==> config.mk <==
export PLATFORM = sky130hd
export DESIGN_NAME = mem_port_arbiter
export DESIGN_NICKNAME = d
export VERILOG_FILES = /design/src/rtl/mem_arb_pkg.sv /design/src/rtl/arb_timeout_cnt.sv /design/src/rtl/mem_port_arbiter.sv
export SDC_FILE = /design/constraint.sdc
export NUM_CORES = 1
export LEC_CHECK = 0
export ABC_AREA = 1
export CAP_MARGIN = 20
export CORE_MARGIN = 4
export CORE_UTILIZATION = 38
export DETAILED_ROUTE_END_ITERATION = 16
export GPL_ROUTABILITY_DRIVEN = 0
export PLACE_DENSITY = 0.79
export REMOVE_ABC_BUFFERS = 1
export SLEW_MARGIN = 25
export SYNTH_ARGS = -nofsm -noshare
export SYNTH_HDL_FRONTEND = slang
export SYNTH_SLANG_ARGS = --single-unit
==> constraint.sdc <==
create_clock -name clka -period 1.5 [get_ports clka]
set_input_delay 0.15 -clock clka [delete_from_list [all_inputs] [get_ports clka]]
set_output_delay 0.15 -clock clka [all_outputs]
set_load 0.005 [all_outputs]
==> src/rtl/mem_arb_pkg.sv <==
// mem_arb_pkg
// Shared definitions for the memory port arbiter: the arbiter state
// encoding and the default number of cycles to wait for a memory
// acknowledge before giving up on an access.
package mem_arb_pkg;

   // Arbiter states. The WAIT states hold a request on the memory port.
   // The DONE states present the one-cycle completion pulse to the
   // requester that owned the access.
   typedef enum logic [2:0] {
      ARB_IDLE,
      ARB_D_WAIT,
      ARB_IF_WAIT,
      ARB_D_DONE,
      ARB_IF_DONE
   } arb_state_t;

   // Default number of wait cycles without an acknowledge before an
   // access is force-completed with an error.
   localparam int DEFAULT_TIMEOUT = 255;

endpackage

==> src/rtl/arb_timeout_cnt.sv <==
// arb_timeout_cnt
// Wait-cycle counter with synchronous clear, count enable and a
// terminal-count flag. The flag rises in the enabled cycle that would
// bring the number of counted cycles up to TIMEOUT.
//
// Ports:
//   clk    in  clock, rising edge
//   rst_n  in  asynchronous active-low reset
//   clr    in  restart counting from zero
//   en     in  count this cycle
//   tc     out this enabled cycle is the TIMEOUT-th one
module arb_timeout_cnt
   import mem_arb_pkg::*;
#(
   parameter int TIMEOUT = DEFAULT_TIMEOUT
) (
   input  logic clk,
   input  logic rst_n,
   input  logic clr,
   input  logic en,
   output logic tc
);

   // At least eight bits, wider only when TIMEOUT needs it.
   localparam int W = (TIMEOUT > 255) ? $clog2(TIMEOUT + 1) : 8;
   localparam logic [W-1:0] LAST = W'(TIMEOUT - 1);

   logic [W-1:0] cnt;

   // Clear has priority so a fresh access always starts from zero,
   // even if the previous one left the counter part-way through.
   always_ff @(posedge clk or negedge rst_n) begin
      if (!rst_n) begin
         cnt <= '0;
      end else if (clr) begin
         cnt <= '0;
      end else if (en) begin
         cnt <= cnt + W'(1);
      end
   end

   // Terminal count is qualified by enable so an acknowledge arriving in
   // the last allowed cycle still wins over the timeout.
   assign tc = en && (cnt == LAST);

endmodule

==> src/rtl/mem_port_arbiter.sv <==
// mem_port_arbiter
// Shares one single-port, variable-latency memory between the fetch
// requester (F stage) and the data requester (M stage). Data has fixed
// priority over fetch, memory-side signals are registered and held
// until acknowledged, the pipeline is stalled while an access is
// outstanding, and fetch responses squashed by a redirect are dropped.
//
// Ports:
//   clka, rst                  clock and asynchronous active-low reset
//   if_req/if_addr/if_flush    fetch request, address, redirect pulse
//   if_rdata/if_done           fetched instruction and completion pulse
//   d_req/d_we/d_addr/
//   d_wdata/d_wstrb            data request (load or store)
//   d_rdata/d_done             load data and completion pulse
//   stall_f, stall_m           freeze F/D registers / whole pipeline
//   bus_err                    pulse on a timed-out completion
//   mem_req/mem_we/mem_addr/
//   mem_wdata/mem_wstrb        registered memory request
//   mem_ack/mem_rdata          memory completion and read data
module mem_port_arbiter
   import mem_arb_pkg::*;
#(
   parameter int AW      = 32,
   parameter int DW      = 32,
   parameter int TIMEOUT = DEFAULT_TIMEOUT
) (
   input  logic              clka,
   input  logic              rst,
   input  logic              if_req,
   input  logic [AW-1:0]     if_addr,
   input  logic              if_flush,
   output logic [DW-1:0]     if_rdata,
   output logic              if_done,
   input  logic              d_req,
   input  logic              d_we,
   input  logic [AW-1:0]     d_addr,
   input  logic [DW-1:0]     d_wdata,
   input  logic [DW/8-1:0]   d_wstrb,
   output logic [DW-1:0]     d_rdata,
   output logic              d_done,
   output logic              stall_f,
   output logic              stall_m,
   output logic              bus_err,
   output logic              mem_req,
   output logic              mem_we,
   output logic [AW-1:0]     mem_addr,
   output logic [DW-1:0]     mem_wdata,
   output logic [DW/8-1:0]   mem_wstrb,
   input  logic              mem_ack,
   input  logic [DW-1:0]     mem_rdata
);

   arb_state_t    state_q, state_d;
   logic          drop;
   logic          in_wait;
   logic          cnt_en;
   logic          timed_out;
   logic          ack_eff;
   logic [DW-1:0] rdata_eff;
   logic          squash;
   logic          issue_d, issue_f;
   logic          d_fin, f_fin;

   assign in_wait = (state_q == ARB_D_WAIT) || (state_q == ARB_IF_WAIT);
   assign cnt_en  = in_wait && !mem_ack;

   arb_timeout_cnt #(
      .TIMEOUT (TIMEOUT)
   ) u_timeout (
      .clk   (clka),
      .rst_n (rst),
      .clr   (issue_d || issue_f),
      .en    (cnt_en),
      .tc    (timed_out)
   );

   // A timeout completes the access as if acknowledged with zero data.
   // A flush arriving in the very cycle of the acknowledge squashes the
   // fetch too, since the redirect already makes that instruction stale.
   assign ack_eff   = (in_wait && mem_ack) || timed_out;
   assign rdata_eff = mem_ack ? mem_rdata : '0;
   assign squash    = drop || if_flush;

   // State register; reset abandons any access in flight.
   always_ff @(posedge clka or negedge rst) begin
      if (!rst) begin
         state_q <= ARB_IDLE;
      end else begin
         state_q <= state_d;
      end
   end

   // Next-state and issue/finish strobes. Only IDLE may issue, so a
   // request still held high during a DONE cycle is never re-issued and
   // back-to-back accesses always have one idle cycle between them.
   always_comb begin
      state_d = state_q;
      issue_d = 1'b0;
      issue_f = 1'b0;
      d_fin   = 1'b0;
      f_fin   = 1'b0;
      case (state_q)
         ARB_IDLE: begin
            if (d_req) begin
               issue_d = 1'b1;
               state_d = ARB_D_WAIT;
            end else if (if_req && !if_flush) begin
               issue_f = 1'b1;
               state_d = ARB_IF_WAIT;
            end
         end
         ARB_D_WAIT: begin
            if (ack_eff) begin
               d_fin   = 1'b1;
               state_d = ARB_D_DONE;
            end
         end
         ARB_IF_WAIT: begin
            if (ack_eff) begin
               f_fin   = 1'b1;
               state_d = squash ? ARB_IDLE : ARB_IF_DONE;
            end
         end
         ARB_D_DONE, ARB_IF_DONE: begin
            state_d = ARB_IDLE;
         end
         default: begin
            state_d = ARB_IDLE;
         end
      endcase
   end

   // Memory-side request registers, response capture, drop flag and the
   // error pulse. The memory request fields are only loaded on issue so
   // they stay stable for the whole time mem_req is high.
   always_ff @(posedge clka or negedge rst) begin
      if (!rst) begin
         mem_req   <= 1'b0;
         mem_we    <= 1'b0;
         mem_addr  <= '0;
         mem_wdata <= '0;
         mem_wstrb <= '0;
         d_rdata   <= '0;
         if_rdata  <= '0;
         drop      <= 1'b0;
         bus_err   <= 1'b0;
      end else begin
         bus_err <= timed_out;
         drop    <= (state_q == ARB_IF_WAIT) && !ack_eff && (drop || if_flush);
         if (issue_d) begin
            mem_req   <= 1'b1;
            mem_we    <= d_we;
            mem_addr  <= d_addr;
            mem_wdata <= d_wdata;
            mem_wstrb <= d_wstrb;
         end else if (issue_f) begin
            mem_req   <= 1'b1;
            mem_we    <= 1'b0;
            mem_addr  <= if_addr;
            mem_wdata <= '0;
            mem_wstrb <= '0;
         end else if (ack_eff) begin
            mem_req   <= 1'b0;
         end
         if (d_fin && !mem_we) begin
            d_rdata <= rdata_eff;
         end
         if (f_fin && !squash) begin
            if_rdata <= rdata_eff;
         end
      end
   end

   assign d_done  = (state_q == ARB_D_DONE);
   assign if_done = (state_q == ARB_IF_DONE);
   assign stall_m = d_req && !d_done;
   assign stall_f = (if_req && !if_done && !if_flush) || stall_m;

endmodule

# == Yosys cells after proc, flatten, opt, wreduce, memory -nomap -nowiden ==
# Index checks and enable logic that the tools add are counted.
# classes
n_addsub,1
eq_ne,8
n_mux,28
reduce_logical,28
# ops
cell,count
$mux 32,5
$mux 8,2
$mux 3,5
$mux 1,13
$logic_and 1x1->1,11
$pmux 3 s3,1
$add 8x1->8 const B,1
$eq 8x8->1 const B,1
$mux 4,2
$logic_not 1->1,7
$eq 3x2->1 const B,2
$logic_or 1x1->1,5
$ne 2x2->1 const B,2
$reduce_bool 2->1,2
$eq 3x1->1 const B,1
$eq 3x3->1 const B,1
$logic_not 3->1,1
$ne 3x3->1 const B,1
$reduce_and 3->1,1
$reduce_bool 3->1,1
# totals
reg_bits,147
in_bits,139
output_inout_bits,139
wordCells,76

# == Logic depth before layout (Yosys ltp) ==
# depth
depth_word,8
depth_mapped,11
ltp_nobuf,9

# == By module ==
# Synthesis repeated with hierarchy kept, for this count alone.
# unflattened
cells_unflattened,839
area_unflattened_um2,6588.8
# by_module_without_submodules
module,n_inst,cells_per_inst,area_each_um2,seq_area_each_um2
mem_port_arbiter,1,775,6114.6,3478.3
arb_timeout_cnt,1,64,474.2,200.2

# == Worst setup path before layout ==
# Ideal clock, no wire load.
# synth_timing
path_type,register to register
start,reg u_timeout.cnt[0]
end,reg if_rdata[24]
setup_ns,0.130
t_arrival_ns,1.354
t_required_ns,1.370
path_slack_ns,0.016
stages_incl_launch_ff,12
path_buffers,2
period_less_slack_ns,1.484
path_cell_list,dfrtp_1 inv_1 ha_1 nand2_1 nor2_1 nand2_2 nand2_4 nand2_2 buf_6 buf_6 nand2_1 o21ai_1
# synth_between
elab_chain_cells,6
# synth_lines
element,line,source
start: declaration,arb_timeout_cnt.sv:28,logic [W-1:0] cnt;
start signal: assignment,arb_timeout_cnt.sv:38,cnt <= cnt + W'(1);
$eq 8x8->1,arb_timeout_cnt.sv:44,assign tc = en && (cnt == LAST);
$logic_and 1x1->1,arb_timeout_cnt.sv:44,
$logic_or 1x1->1,mem_port_arbiter.sv:80,assign ack_eff = (in_wait && mem_ack) || timed_out;
$mux 1,mem_port_arbiter.sv:119,if (ack_eff) begin
$mux 1,mem_port_arbiter.sv:102,case (state_q)
$logic_and 1x1->1,mem_port_arbiter.sv:168,if (f_fin && !squash) begin
end signal: assignment,mem_port_arbiter.sv:169,if_rdata <= rdata_eff;
end: declaration,mem_port_arbiter.sv:32,"output logic [DW-1:0] if_rdata,"
# Every way passes these cells.
# A chain may end at the register's enable or synchronous reset.

# == Final worst setup path ==
# layout_timing
start,reg state_q[0]
end,out stall_f
# layout_between
elab_chain_cells,5
word_cells_on_any_way,8
cone_classes,eq/ne (2); reduce/logical (6)
# layout_lines
element,line,source
start: declaration,mem_port_arbiter.sv:53,"arb_state_t state_q, state_d;"
start signal: assignment,mem_port_arbiter.sv:89,state_q <= state_d;
$eq 3x3->1,mem_port_arbiter.sv:175,assign if_done = (state_q == ARB_IF_DONE);
$logic_not 1->1,mem_port_arbiter.sv:177,assign stall_f = (if_req && !if_done && !if_flush) || stall_m;
$logic_and 1x1->1 (2 in series),mem_port_arbiter.sv:177,
$logic_or 1x1->1 *,mem_port_arbiter.sv:177,
end: declaration,mem_port_arbiter.sv:41,"output logic stall_f,"
# Every way passes the cells marked *; elsewhere a longest branch is shown, timed or not.

==> impl_metrics.csv <==
group,metric,value,unit
run_status,outcome,"complete, but fails checks",
run_status,violations,"setup timing",
critical_path,end_kind,"output pin",
synthesis,synth-simple-area-share,0.2403,
timing,maxSlewHeadroom,0.7274,
synthesis,synth_compound_area_frac,0.1064,
route,wire_per_inst,17.75,µm
timing,hold_ws,0.1130,ns
cts,path_clk_slew,0.07,ns
synthesis,yosysSeqAreaShare,0.5806,
power_and_ir_drop,p_leak,0.005769,µW
cts,numClockSinks,147,
floorplan,io_pins,278,
floorplan,die_h,137.1,µm
timing,rsz0062_at_grt,"true",
route,drtIter0Drc,327,
placement,dpl.hpwl,14.10,mm
floorplan,num_rows,46,
cts,numCtsBuffers,17,
placement,dp_cells,1207,
synthesis,syn_area,6336,µm²
route,dr.pass1.iters,7,
grt,grt-ovfl-total,0,
grt,grt_max_degree,56,
final_layout,mostFrequentLayoutCells,"258 x nand2_1, 225 x clkdlybuf4s50_1, 147 x dfrtp_1, 45 x nand3_1, 41 x dlymetal6s2s_1",
grt,grt_usage,0.2076,
floorplan,die_x,137.1,µm
final_layout,syn_to_final_growth,72.93,%
cts,cts_root_buffer,"clkbuf_16",
timing,finalCritPeriodShare,1.063,
critical_path,crit_chain,"buf_4 -> nor3_4 -> o22ai_2 -> buf_2",
final_layout,num_antenna_cells,0,
synthesis,synth_seq_cells,147,
critical_path,critical_path_class,"flop to output pin",
grt,antenna_found_initial,1,
cts,clockBufferDepth,2,
placement,portBuffers,277,
power_and_ir_drop,pwr_density_cell,1802,nW/µm²
floorplan,start_util,0.3932,
synthesis,yosysWarnings,0,
route,via_count,6124,
grt,grt_first_pass_wirelength,30.33,mm
route,via_per_inst,4.853,
final_layout,fin_nets,1174,
critical_path,crit_path_max_fanout,2,
synthesis,synth_xor_area_frac,0.002765,
timing,max_freq,0.6274,GHz
final_layout,drive_gt1_frac,0.1941,
power_and_ir_drop,vdd_drop_max,877.1,µV
grt,grt_pass1_vias,5891,
final_layout,layout_commonest_cell,"nand2_1",
route,route.detailed.drc,0,
timing,slew_violations,0,
critical_path,worstSetupStartpointType,"flop",
floorplan,coreArea,16120,µm²
cts,htreeDepth,4,
cts,worstSkewPairLatency,0.43,ns
synthesis,avgSynthCellArea,8.812,µm²
critical_path,critPathMaxStageDelay,0.40,ns
timing,skew,0.01278,ns
timing,tightest_slew,0.4089,ns
timing,setup_violations,63,
run,maxCapViolCount,0,
critical_path,critical_path_arrival,1.44,ns
timing,min_period,1.594,ns
synthesis,muxShareOfSynthArea,0,
route,routed_wl,22.41,mm
synthesis,synthCells,719,
final_layout,fillers,1163,
cts,cts_tree,"yes",
synthesis,synth_top_family_by_area,"simple AND/OR/NAND/NOR gates",
synthesis,yosysUniqueCellTypes,25,
floorplan,dieArea,18800,µm²
critical_path,critical_path.slowest_cell,"dfrtp_1",
timing,final_hold_viol_count,0,
route,ant_nets,0,
power_and_ir_drop,p_total,19740,µW
final_layout,layout.cells.non_filler,1262,
synthesis,synth-adder-area-share,0.003949,
worst_hold_path,hold_class,"primary input to async pin",
timing,setup_ws,-0.09391,ns
critical_path,cp.required,1.35,ns
[through the flow]
stage | setup slack (ns) | instance area [µm²] | TNS (ns) | utilization
after floorplan | -1.847 | 6098 | -133.05 | -
after global placement | -0.09442 | 9523 | -3.804 | 0.5909
after detailed placement | -0.1009 | 9523 | -4.196 | 0.5909
after CTS | -0.06076 | 10220 | -0.1588 | 0.6340
after global routing | -0.1481 | 10960 | -7.330 | 0.6799
final | -0.09391 | 10960 | -1.693 | 0.6799
[cell type report]
| class | instances | area, µm² | share of cell area |
|---|---|---|---|
| clock inverter | 14 | 165.2 | 0.01507 |
| sequential | 147 | 3679 | 0.3357 |
| timing repair buffer | 337 | 3655 | 0.3336 |
| inverter | 48 | 185.2 | 0.01690 |
| tap | 216 | 270.3 | 0.02467 |
| multi-input combinational | 482 | 2564 | 0.2340 |
| clock buffer | 18 | 439.2 | 0.04008 |
[repair_timing]
item,CTS,global route
setup endpoints to repair,31,174
setup buffers,5,4
resized for setup,33,160
cloned,1,12
pin swaps,2,7
endpoints found under the hold margin,147,0
hold buffers,1,0
[worst max-delay path: cells and delay by family, from the launching register on]
family / cells / cell delay [ns]
and+or+nand+nor: 1 / 0.22
DFF: 1 / 0.40
AOI/OAI and AO/OA: 1 / 0.09
buffers and inverters: 2 / 0.31
[logic make-up after synthesis]
logic type	Yosys count
simple gates	377
buf+inv	90
fa+ha+maj	2
flops	147
compound gates	101
xor+xnor	2
[path summary, 6_finish.rpt]
kind	start	to	slack, ns	cells after the start
max in group asynchronous	rst	state_q[2]	0.86	3
max reg2reg	u_timeout.cnt[0]	if_rdata[18]	-0.05	10
max	state_q[0]	stall_f	-0.09	4
min	rst	d_rdata[21]	0.11	2
min in group clka	d_wdata[0]	mem_wdata[0]	0.28	3
min reg2reg	mem_wdata[10]	mem_wdata[10]	0.47	2
[Yosys cell counts]
cell type  number  area [µm²]
o21ai_1        19       95.09
nand3_1        48       240.2
buf_2          13       65.06
o22ai_1         2       12.51
nor2_4          1       11.26
inv_2           2       7.510
o211ai_1       32       240.2
ha_1            2       25.02
clkbuf_2        3       15.01
buf_6           6       67.56
o21ai_0        24       120.1
or2_2           2       12.51
clkbuf_1       16       60.06
nor2_1         10       37.54
nand2_1       305        1145
inv_1          46       172.7
nand2_4         2       22.52
nor3_1          2       10.01
buf_4           4       30.03
dfrtp_1       147        3679
nand2_2         3       18.77
o21ai_2        23       201.4
xor2_1          2       17.52
nand4_1         4       25.02
a21oi_1         1       5.000
[flip-flops by register name (all words and copies together) (netlist names), 3 cells and up]
| signal | flops |
|---|---|
| state_q | 3 |
| if_rdata | 32 |
| mem_wstrb | 4 |
| mem_wdata | 32 |
| u_timeout.cnt | 8 |
| d_rdata | 32 |
| mem_addr | 32 |
[where the power goes]
group,leakage (µW),switching [µW],internal [µW]
registers,0.00189,1010,5570
logic,0.00358,3940,4850
clock network,0.000290,1830,2550
total,0.00577,6780,13000
[routing by layer]
layer	routed length [µm]	global-route usage
met1	8669	0.2466
met2	11030	0.3398
met3	2504	0.09743
met4	193	0.05488
met5	8	0
Note: power is estimated with default switching activity, not from simulation.
